`config.mk`:
```
export PLATFORM = sky130hd
export DESIGN_NAME = sprite_line_sequencer
export DESIGN_NICKNAME = d
export VERILOG_FILES = /design/src/rtl/sprite_line_sequencer.sv
export SDC_FILE = /design/constraint.sdc
export NUM_CORES = 1
export LEC_CHECK = 0
export ABC_AREA = 1
export CORE_MARGIN = 4
export CORE_UTILIZATION = 50
export CTS_BUF_LIST = sky130_fd_sc_hd__clkbuf_4 sky130_fd_sc_hd__clkbuf_8
export CTS_CLUSTER_DIAMETER = 100
export DETAILED_ROUTE_END_ITERATION = 8
export PLACE_DENSITY = 0.83
export SLEW_MARGIN = 20
export SYNTH_ARGS = -nofsm -noshare
export SYNTH_HDL_FRONTEND = slang
export SYNTH_SLANG_ARGS = --single-unit
export TNS_END_PERCENT = 10
```
`constraint.sdc`:
```
create_clock -name master_clk -period 3.5 [get_ports master_clk]
set_clock_uncertainty 0.2 [all_clocks]
set_input_delay 0.35 -clock master_clk [delete_from_list [all_inputs] [get_ports master_clk]]
set_output_delay 0.35 -clock master_clk [all_outputs]
set_load 0.005 [all_outputs]
```
`src/rtl/sprite_line_sequencer.sv`:
```
`default_nettype none
// ============================================================================
//  Module   : sprite_line_sequencer
//  Purpose  : Per-scanline walk of the sprite attribute RAM. Each entry is
//             tested for a vertical hit against the prepared line. Hits are
//             handed to the pixel-fetch stage over valid/ready. The block
//             also owns the line-buffer ping-pong select and shares the
//             sprite RAM port with the Z80.
//  Revision : 1.0  initial release
// ============================================================================
module sprite_line_sequencer #(
  parameter int NUM_SPRITES  = 512,
  parameter int MAX_PER_LINE = 32,
  parameter int SPR_HEIGHT   = 16
) (
  input  logic        master_clk,
  input  logic        reset,
  input  logic        line_start,
  input  logic [7:0]  vline,
  output logic [10:0] spr_ram_addr,
  output logic        spr_ram_we,
  output logic [7:0]  spr_ram_din,
  input  logic [7:0]  spr_ram_q,
  input  logic        cpu_req,
  input  logic        cpu_we,
  input  logic [10:0] cpu_addr,
  input  logic [7:0]  cpu_din,
  output logic [7:0]  cpu_dout,
  output logic        cpu_ack,
  output logic        draw_valid,
  input  logic        draw_ready,
  output logic [9:0]  draw_idx,
  output logic [3:0]  draw_col,
  output logic [8:0]  draw_hpos,
  output logic [3:0]  draw_row,
  output logic        lb_sel,
  output logic        busy,
  output logic        overflow
);

  localparam int ENTRY_W = $clog2(NUM_SPRITES);
  localparam int HITS_W  = $clog2(MAX_PER_LINE + 1);

  localparam logic [ENTRY_W-1:0] c_last_entry = ENTRY_W'(NUM_SPRITES - 1);
  localparam logic [HITS_W-1:0]  c_max_hits   = HITS_W'(MAX_PER_LINE);
  localparam logic [7:0]         c_height     = 8'(SPR_HEIGHT);

  typedef enum logic [2:0] {
    S_IDLE    = 3'd0,
    S_RD_VPOS = 3'd1,
    S_RD_IDX  = 3'd2,
    S_RD_XDAT = 3'd3,
    S_RD_HPOS = 3'd4,
    S_EMIT    = 3'd5,
    S_NEXT    = 3'd6
  } state_t;

  state_t r_state;
  state_t w_state_nxt;

  logic [7:0]         r_vline;
  logic [ENTRY_W-1:0] r_entry;
  logic [HITS_W-1:0]  r_hits;
  logic [3:0]         r_row;
  logic [7:0]         r_idx;
  logic [1:0]         r_xdat_hi;
  logic [3:0]         r_col;
  logic               r_hpos_msb;
  logic [7:0]         r_hpos;
  logic               r_hpos_ok;
  logic               r_lb_sel;
  logic               r_overflow;
  logic               r_cpu_ack;

  logic [10:0] w_base;
  logic [7:0]  w_row;
  logic        w_hit;
  logic        w_grant;
  logic        w_emit;
  logic        w_stop;

  // Byte 0 of the current entry; the RD_* states add their byte offset.
  assign w_base = 11'({r_entry, 2'b00});

  // vpos arrives during RD_IDX; the subtraction wraps at 8 bits so sprites
  // straddling line 255/0 still hit.
  assign w_row = r_vline - spr_ram_q;
  assign w_hit = (w_row < c_height);

  // The Z80 only gets the port in IDLE or in the one NEXT slot per entry,
  // and never twice back to back (the cycle after a grant is its ack).
  assign w_grant = !reset && cpu_req && !r_cpu_ack &&
                   ((r_state == S_IDLE) || (r_state == S_NEXT));

  assign w_emit = (r_state == S_EMIT);
  assign w_stop = (r_entry == c_last_entry) || (r_hits == c_max_hits);

  // hpos is read straight off the RAM in the first EMIT cycle and from the
  // captured copy afterwards, so the field is stable for the whole stall.
  assign draw_valid = w_emit;
  assign draw_idx   = w_emit ? {r_xdat_hi, r_idx} : 10'd0;
  assign draw_col   = w_emit ? r_col : 4'd0;
  assign draw_hpos  = w_emit ? {r_hpos_msb, (r_hpos_ok ? r_hpos : spr_ram_q)} : 9'd0;
  assign draw_row   = w_emit ? r_row : 4'd0;

  assign lb_sel   = r_lb_sel;
  assign overflow = r_overflow;
  assign busy     = (r_state != S_IDLE);
  assign cpu_ack  = r_cpu_ack;
  assign cpu_dout = r_cpu_ack ? spr_ram_q : 8'd0;

  // State register.
  always_ff @(posedge master_clk) begin
    if (reset) begin
      r_state <= S_IDLE;
    end else begin
      r_state <= w_state_nxt;
    end
  end

  // Next-state decode and RAM port steering.
  always_comb begin
    w_state_nxt  = r_state;
    spr_ram_addr = 11'd0;
    spr_ram_we   = 1'b0;
    spr_ram_din  = 8'd0;
    case (r_state)
      S_IDLE: begin
        w_state_nxt = S_IDLE;
      end
      S_RD_VPOS: begin
        spr_ram_addr = w_base;
        w_state_nxt  = S_RD_IDX;
      end
      S_RD_IDX: begin
        spr_ram_addr = w_base | 11'd1;
        w_state_nxt  = w_hit ? S_RD_XDAT : S_NEXT;
      end
      S_RD_XDAT: begin
        spr_ram_addr = w_base | 11'd2;
        w_state_nxt  = S_RD_HPOS;
      end
      S_RD_HPOS: begin
        spr_ram_addr = w_base | 11'd3;
        w_state_nxt  = S_EMIT;
      end
      S_EMIT: begin
        if (draw_ready) begin
          w_state_nxt = S_NEXT;
        end
      end
      S_NEXT: begin
        w_state_nxt = w_stop ? S_IDLE : S_RD_VPOS;
      end
      default: begin
        w_state_nxt = S_IDLE;
      end
    endcase
    // Grants only happen in states that present no scan address.
    if (w_grant) begin
      spr_ram_addr = cpu_addr;
      spr_ram_we   = cpu_we;
      spr_ram_din  = cpu_din;
    end
    if (line_start) begin
      w_state_nxt = S_RD_VPOS;
    end
  end

  // Scan datapath: line latch, entry/hit counters, field capture, flags.
  always_ff @(posedge master_clk) begin
    if (reset) begin
      r_vline    <= 8'd0;
      r_entry    <= '0;
      r_hits     <= '0;
      r_row      <= 4'd0;
      r_idx      <= 8'd0;
      r_xdat_hi  <= 2'd0;
      r_col      <= 4'd0;
      r_hpos_msb <= 1'b0;
      r_hpos     <= 8'd0;
      r_hpos_ok  <= 1'b0;
      r_lb_sel   <= 1'b0;
      r_overflow <= 1'b0;
      r_cpu_ack  <= 1'b0;
    end else begin
      r_cpu_ack <= w_grant;
      if (line_start) begin
        r_vline    <= vline;
        r_lb_sel   <= ~r_lb_sel;
        r_overflow <= (r_state != S_IDLE);
        r_entry    <= '0;
        r_hits     <= '0;
      end else begin
        case (r_state)
          S_RD_IDX: begin
            if (w_hit) begin
              r_row <= w_row[3:0];
            end
          end
          S_RD_XDAT: begin
            r_idx <= spr_ram_q;
          end
          S_RD_HPOS: begin
            r_xdat_hi  <= spr_ram_q[7:6];
            r_col      <= spr_ram_q[4:1];
            r_hpos_msb <= spr_ram_q[0];
            r_hpos_ok  <= 1'b0;
          end
          S_EMIT: begin
            if (!r_hpos_ok) begin
              r_hpos    <= spr_ram_q;
              r_hpos_ok <= 1'b1;
            end
            if (draw_ready) begin
              r_hits <= r_hits + HITS_W'(1);
            end
          end
          S_NEXT: begin
            r_entry <= r_entry + ENTRY_W'(1);
            if (r_hits == c_max_hits) begin
              r_overflow <= 1'b1;
            end
          end
          default: begin
          end
        endcase
      end
    end
  end

endmodule
`default_nettype wire

```
==> impl_metrics.tcl, run 1 <==
set metrics [dict create \
    status "finished, final reports clean" \
    hold_viol_final 0 \
    async_flop_share_pct 0 \
    worst_r2r_endpoint "r_state[2]$_SDFFE_PP0P_" \
    wl_per_cell_um 13.1 \
    drc 0 \
    ir_drop_uv 232 \
    routed_wl_um 8760 \
    synth_cells 486 \
    final_common_cell "clkdlybuf4s50_1" \
    r2r-start "r_vline[0]$_SDFFE_PP0P_" \
    die_w_um 89.1 \
    leakagePower_nw 1.91 \
    worst_hold_path_type "reg2reg" \
    overflow 0 \
    fin_tns_setup_ns 0 \
    coreArea_sq_um 6350 \
    cp-start-kind "input port" \
    netlist_area_sq_um 3290 \
    diodes 0 \
    reg2reg_depth 13 \
    fin_crit_ns 2.78 \
    worstMarginPinSlew_ns 0.618 \
    max_slew_margin_pct 58.8 \
    antenna_found_initial 0 \
    synth_ff_type "dfxtp_1" \
    p_per_area_nw_per_um2 328 \
    grt_first_pass_wirelength_um 14400 \
    dp_hpwl_um 6800 \
    required_ns 2.95 \
    vias 3368 \
    cp.arrival_ns 2.23 \
    drt_iter0_drc 184 \
    finalHoldWorstSlack_ns 0.250 \
    setup-violations-final 0 \
    fmax_mhz 360 \
    drv_cap 0 \
    cts_hold_buffers 0 \
    h-tree-depth 3 \
    rows 29 \
    synth-seq-cells 57 \
    clkTransAtPathRegs_ns 0.07 \
    routed_via_density 5.05 \
    gp_congestion 0.952 \
    critPathMaxFanout 12 \
    rsz0062_at_grt "false" \
    synth-edff-count 0 \
    cts_made_buffers 9 \
    critPathKind "in2out" \
    dieArea_sq_um 7940 \
    slew_viol_final 0 \
    final_cell_mix "clkdlybuf4s50_1 (100), inv_1 (87), nor2_1 (87), nand2_1 (70), dfxtp_1 (57)" \
    finalCritPeriodShare_pct 79.3 \
    clk_path_buf_depth 2 \
    syn_area_per_cell_sq_um 6.77 \
    n_fill_cell 510 \
    chipHeight_um 89.1 \
    dr.pass1.iters 4 \
    synth_seq_area_share_pct 34.7 \
    seq_area_sq_um 1140 \
    ys_types 38 \
    cp-endpoint "spr_ram_addr[2]" \
    cts_tree "yes" \
    grt_max_degree 31 \
    reg2reg_slack_ns 1.21 \
    syn-num-nets 539 \
    yosys_warnings 0 \
    clkLatencyLatePin_ns 0.33 \
    start_util_pct 51.8 \
    fin_nets 639 \
    port_buffers 100 \
    root_buffer "clkbuf_8" \
    track_usage_pct 23.1 \
    area_growth_pct 36.5 \
    multi_input_area_sq_um 1690 \
    postRouteAntennaNets 0 \
    cts_resized 0 \
    grt_pass1_vias 3235 \
    cts.sinks 57 \
    worstSetupStartpoint "reset" \
    end_kind "output pin" \
    io_pins 101 \
    post_cts_buffers 0 \
    drive_gt1_share_pct 9.15 \
]
[stage by stage]
| stage | cells | power [mW] | util (%) | worst slack (ns) | cell area (sq um) |
|---|---|---|---|---|---|
| floorplan | 486 | 0.830 | - | 1.45 | 3290 |
| global placement | 652 | 0.941 | 68.0 | 0.742 | 4320 |
| detailed placement | 652 | 0.948 | 68.0 | 0.682 | 4320 |
| CTS | 667 | 1.49 | 70.7 | 0.711 | 4490 |
| global route | 667 | 1.55 | 70.7 | 0.549 | 4490 |
| finish | 667 | 1.47 | 70.7 | 0.725 | 4490 |
[kinds of logic (layout without fill, tap and decap cells)]
logic type | after synthesis | after routing | synth area share (%)
AOI/OAI and AO/OA | 97 | 97 | 16.3
xor gates and xnor gates | 5 | 5 | 1.33
adders and majority gates | 12 | 12 | 4.79
buffers and inverters | 111 | 215 | 14.0
DFF | 57 | 57 | 34.7
muxes | 2 | 2 | 0.609
and+or+nand+nor | 202 | 202 | 28.2
[sequential cells by signal, indices dropped and copies added, names as in the netlist]
signal,count
r_entry,9
overflow,1
r_idx,8
r_row,4
cpu_ack,1
r_xdat_hi,2
lb_sel,1
r_state,3
r_hpos_ok,1
r_hpos,8
r_hpos_msb,1
r_hits,6
r_vline,8
r_col,4
[synthesized netlist by cell type (2+ instances only)]
| cell type | instances | area (sq um) |
|---|---|---|
| inv_1 | 87 | 327 |
| nor2_1 | 87 | 327 |
| nand2_1 | 70 | 263 |
| dfxtp_1 | 57 | 1140 |
| o21ai_0 | 44 | 220 |
| a21oi_1 | 38 | 190 |
| ha_1 | 11 | 138 |
| nand3_1 | 11 | 55.1 |
| inv_2 | 8 | 30.0 |
| nand2_2 | 7 | 43.8 |
| clkbuf_1 | 6 | 22.5 |
| nand4_1 | 6 | 37.5 |
| a211oi_1 | 5 | 37.5 |
| buf_6 | 5 | 56.3 |
| nor3_1 | 5 | 25.0 |
| buf_2 | 4 | 20.0 |
| a211oi_2 | 3 | 37.5 |
| a31oi_1 | 3 | 18.8 |
| xor2_1 | 3 | 26.3 |
| mux2i_1 | 2 | 20.0 |
| nand2_4 | 2 | 22.5 |
| nand4_2 | 2 | 25.0 |
| nor2_2 | 2 | 12.5 |
| nor2_4 | 2 | 22.5 |
| nor2_8 | 2 | 40.0 |
| xnor2_1 | 2 | 17.5 |
[power by group]
| group | internal [mW] | switching, mW |
|---|---|---|
| combinational | 0.126 | 0.138 |
| clock | 0.269 | 0.266 |
| sequential | 0.662 | 0.0104 |
| total | 1.06 | 0.415 |
[worst min-delay path by stage]
| stage | startpoint | endpoint | slack [ns] | depth (start not counted) |
|---|---|---|---|---|
| final | r_col[3]$_SDFFE_PP0P_ | r_col[3]$_SDFFE_PP0P_ | 0.25 | 2 |
| after global routing | r_idx[0]$_SDFFE_PP0P_ | r_idx[0]$_SDFFE_PP0P_ | 0.28 | 2 |
| after CTS | r_col[3]$_SDFFE_PP0P_ | r_col[3]$_SDFFE_PP0P_ | 0.25 | 2 |
| after detailed placement | r_col[3]$_SDFFE_PP0P_ | r_col[3]$_SDFFE_PP0P_ | 0.24 | 2 |
| after global placement | r_hpos_msb$_SDFFE_PP0P_ | r_hpos_msb$_SDFFE_PP0P_ | 0.24 | 2 |
| after floorplan | r_col[0]$_SDFFE_PP0P_ | r_col[0]$_SDFFE_PP0P_ | 0.23 | 2 |
[worst max-delay path, cell delays in order]
cell	delay, ns
clkdlybuf4s50_1	0.40
buf_4	0.18
inv_1	0.08
nand2_1	0.05
nor2_1	0.17
nand2_4	0.12
inv_2	0.18
nand2_1	0.08
o21ai_0	0.08
clkdlybuf4s50_1	0.54
[final cells by class]
class,count,share of cell area [%]
Multi-Input combinational cell,318,37.6
Sequential cell,57,25.4
Timing Repair Buffer,105,23.1
Inverter,95,7.94
Clock buffer,10,3.07
Tap cell,77,2.15
Clock inverter,5,0.725
[metal layers]
metal,track usage [%],vias up,routed length [um]
li1,-,1730,-
met1,27.6,1516,3630
met2,40.8,111,4380
met3,4.79,11,600
met4,7.98,0,140
met5,0,-,0
(Power assumes the default switching activity.)
==> inputs of run 2 (changes only) <==
Settings changed: CORE_UTILIZATION 50 to 44, PLACE_DENSITY 0.83 to 0.77.
Clock period 3.5 ns to 2.4 ns, I/O delays scaled along.
==> run 2 against run 1 <==
  * The flow now finishes with violations (negative setup slack)
  * Register-to-register slack lost 1.0 ns
  * First-iteration DRC count shrank 22%
  * Power grew 69%
  * Combinational power grew 59%
  * Via count grew 1.5%
  * Utilization shrank 5.0 points
  * Cell area grew 6.1%
  * Global-route usage shrank 1.6 points
  * Cell count grew 6.1%
  * Routed wire length grew 5.9%
  * Largest cell class unchanged
  * Largest power group is now the clock network
  * Highest routed layer unchanged
==> impl_metrics.tcl, run 2 (synthesized netlist as in run 1, its figures left out) <==
set metrics [dict create \
    status "finished, violations left" \
    violations "negative setup slack" \
    worst_r2r_endpoint "r_row[1]$_SDFFE_PP0P_" \
    postRouteAntennaNets 0 \
    dieArea_sq_um 8920 \
    r2r-start "r_vline[0]$_SDFFE_PP0P_" \
    coreArea_sq_um 7250 \
    root_buffer "clkbuf_8" \
    fin_nets 657 \
    min-delay-start "spr_ram_q[1]" \
    routed_wl_um 9280 \
    routed_via_density 4.83 \
    reg2reg_slack_ns 0.18 \
    cts.sinks 57 \
    regMostFlops "r_entry" \
    leakagePower_nw 2.22 \
    die_w_um 94.4 \
    dp_hpwl_um 7130 \
    hold_depth 3 \
    final_cell_mix "inv_1 (87), nor2_1 (86), clkdlybuf4s50_1 (80), nand2_1 (70), dfxtp_1 (54)" \
    end_kind "output pin" \
    gp_congestion 0.876 \
    port_buffers 100 \
    rsz0062_at_grt "true" \
    finalHoldWorstSlack_ns 0.129 \
    placed_area_sq_um 4480 \
    fmax_mhz 416 \
    dr.pass1.iters 5 \
    antenna_found_initial 0 \
    power_mw 2.49 \
    h-tree-depth 3 \
    start_util_pct 45.3 \
    worst_hold_path_type "in2reg" \
    track_usage_pct 21.4 \
    cts_hold_buffers 0 \
    ir_drop_uv 333 \
    holdPathEnd "r_col[0]$_SDFFE_PP0P_" \
    setup-violations-final 1 \
    vias 3418 \
    cp-start-kind "flip-flop" \
    cp.arrival_ns 1.96 \
    io_pins 101 \
    drt_iter0_drc 143 \
    worstMarginPinSlew_ns 0.452 \
    grt_first_pass_wirelength_um 15200 \
    worst_slack_ns -0.00395 \
    p_per_area_nw_per_um2 522 \
    n_fill_cell 651 \
    post_cts_buffers 0 \
    rows 31 \
    drv_cap 0 \
    grt_pass1_vias 3262 \
    critPathKind "reg2out" \
    finalCritPeriodShare_pct 100 \
    drc 0 \
    cts_tree "yes" \
    clkTransAtPathRegs_ns 0.07 \
    final_common_cell "inv_1" \
    clkLatencyLatePin_ns 0.34 \
    grt_max_degree 31 \
    wl_per_cell_um 13.1 \
    cts_made_buffers 9 \
    fin_crit_ns 2.40 \
    drive_gt1_share_pct 13.0 \
    chipHeight_um 94.4 \
    required_ns 1.96 \
    largest_register_ff_count 9 \
    hold_viol_final 0 \
    fin_tns_setup_ns -0.00395 \
    reg2reg_depth 15 \
    max_slew_margin_pct 69.8 \
    clk_path_buf_depth 2 \
    critPathMaxFanout 12 \
    slew_viol_final 0 \
    diodes 0 \
    overflow 0 \
    area_growth_pct 44.8 \
    design_area_sq_um 4760 \
]
[run 2: area by class of cell]
| cell class | instances | area, sq um | share of cell area, % |
|---|---|---|---|
| sequential | 57 | 1140 | 24.0 |
| tap | 99 | 124 | 2.60 |
| multi-input combinational | 318 | 1700 | 35.8 |
| timing repair buffer | 123 | 1180 | 24.8 |
| clock buffer | 9 | 124 | 2.60 |
| inverter | 95 | 369 | 7.75 |
| clock inverter | 7 | 119 | 2.50 |
[run 2: repair_timing]
item | in CTS | in global routing
pin swaps | 0 | 0
hold endpoints to repair | 0 | 0
setup endpoints to repair | 30 | 26
resized for setup | 18 | 14
[run 2: power breakdown]
group | internal (mW) | switching [mW] | total, mW
sequential | 0.965 | 0.0117 | 0.977
combinational | 0.206 | 0.213 | 0.419
clock | 0.689 | 0.404 | 1.09
total | 1.86 | 0.629 | 2.49
[run 2: worst max-delay path, cell delays in order (launching register included)]
cell,delay [ns]
dfxtp_1,0.35
nor2_2,0.13
inv_2,0.08
nor2_8,0.14
inv_4,0.08
nand2_2,0.08
nand2_4,0.07
inv_6,0.10
nand2_1,0.05
nand3_1,0.06
clkdlybuf4s50_1,0.50
[run 2: per-layer routing]
layer | part of all wire (%) | GRT usage (%) | up-vias
li1 | - | - | 1764
met5 | 0 | 0 | -
met4 | 2.0 | 6.38 | 0
met1 | 43 | 27.5 | 1531
met3 | 5.3 | 4.46 | 13
met2 | 50 | 36.2 | 110
[run 2: worst max path at each step]
stage                     slack (ns)                    start               endpoint  cells after the start
after floorplan                 0.39  r_vline[0]$_SDFFE_PP0P_  r_row[2]$_SDFFE_PP0P_                     13
after global placement         -0.15             spr_ram_q[0]  r_row[3]$_SDFFE_PP0P_                     13
after detailed placement       -0.28             spr_ram_q[0]  r_row[1]$_SDFFE_PP0P_                     13
after CTS                      -0.06  r_state[1]$_SDFFE_PP0P_         spr_ram_din[3]                     10
after global routing           -0.12  r_state[0]$_SDFFE_PP0P_        spr_ram_addr[0]                     10
final                         -0.004  r_state[0]$_SDFFE_PP0P_        spr_ram_addr[0]                     10
[run 2: stage by stage]
stage	utilization, %	cells	setup slack, ns
after floorplan	-	486	0.387
after CTS	65.1	708	-0.0596
final	65.7	708	-0.00395
after detailed placement	61.8	692	-0.284
after global placement	61.8	692	-0.153
after global routing	65.7	708	-0.124
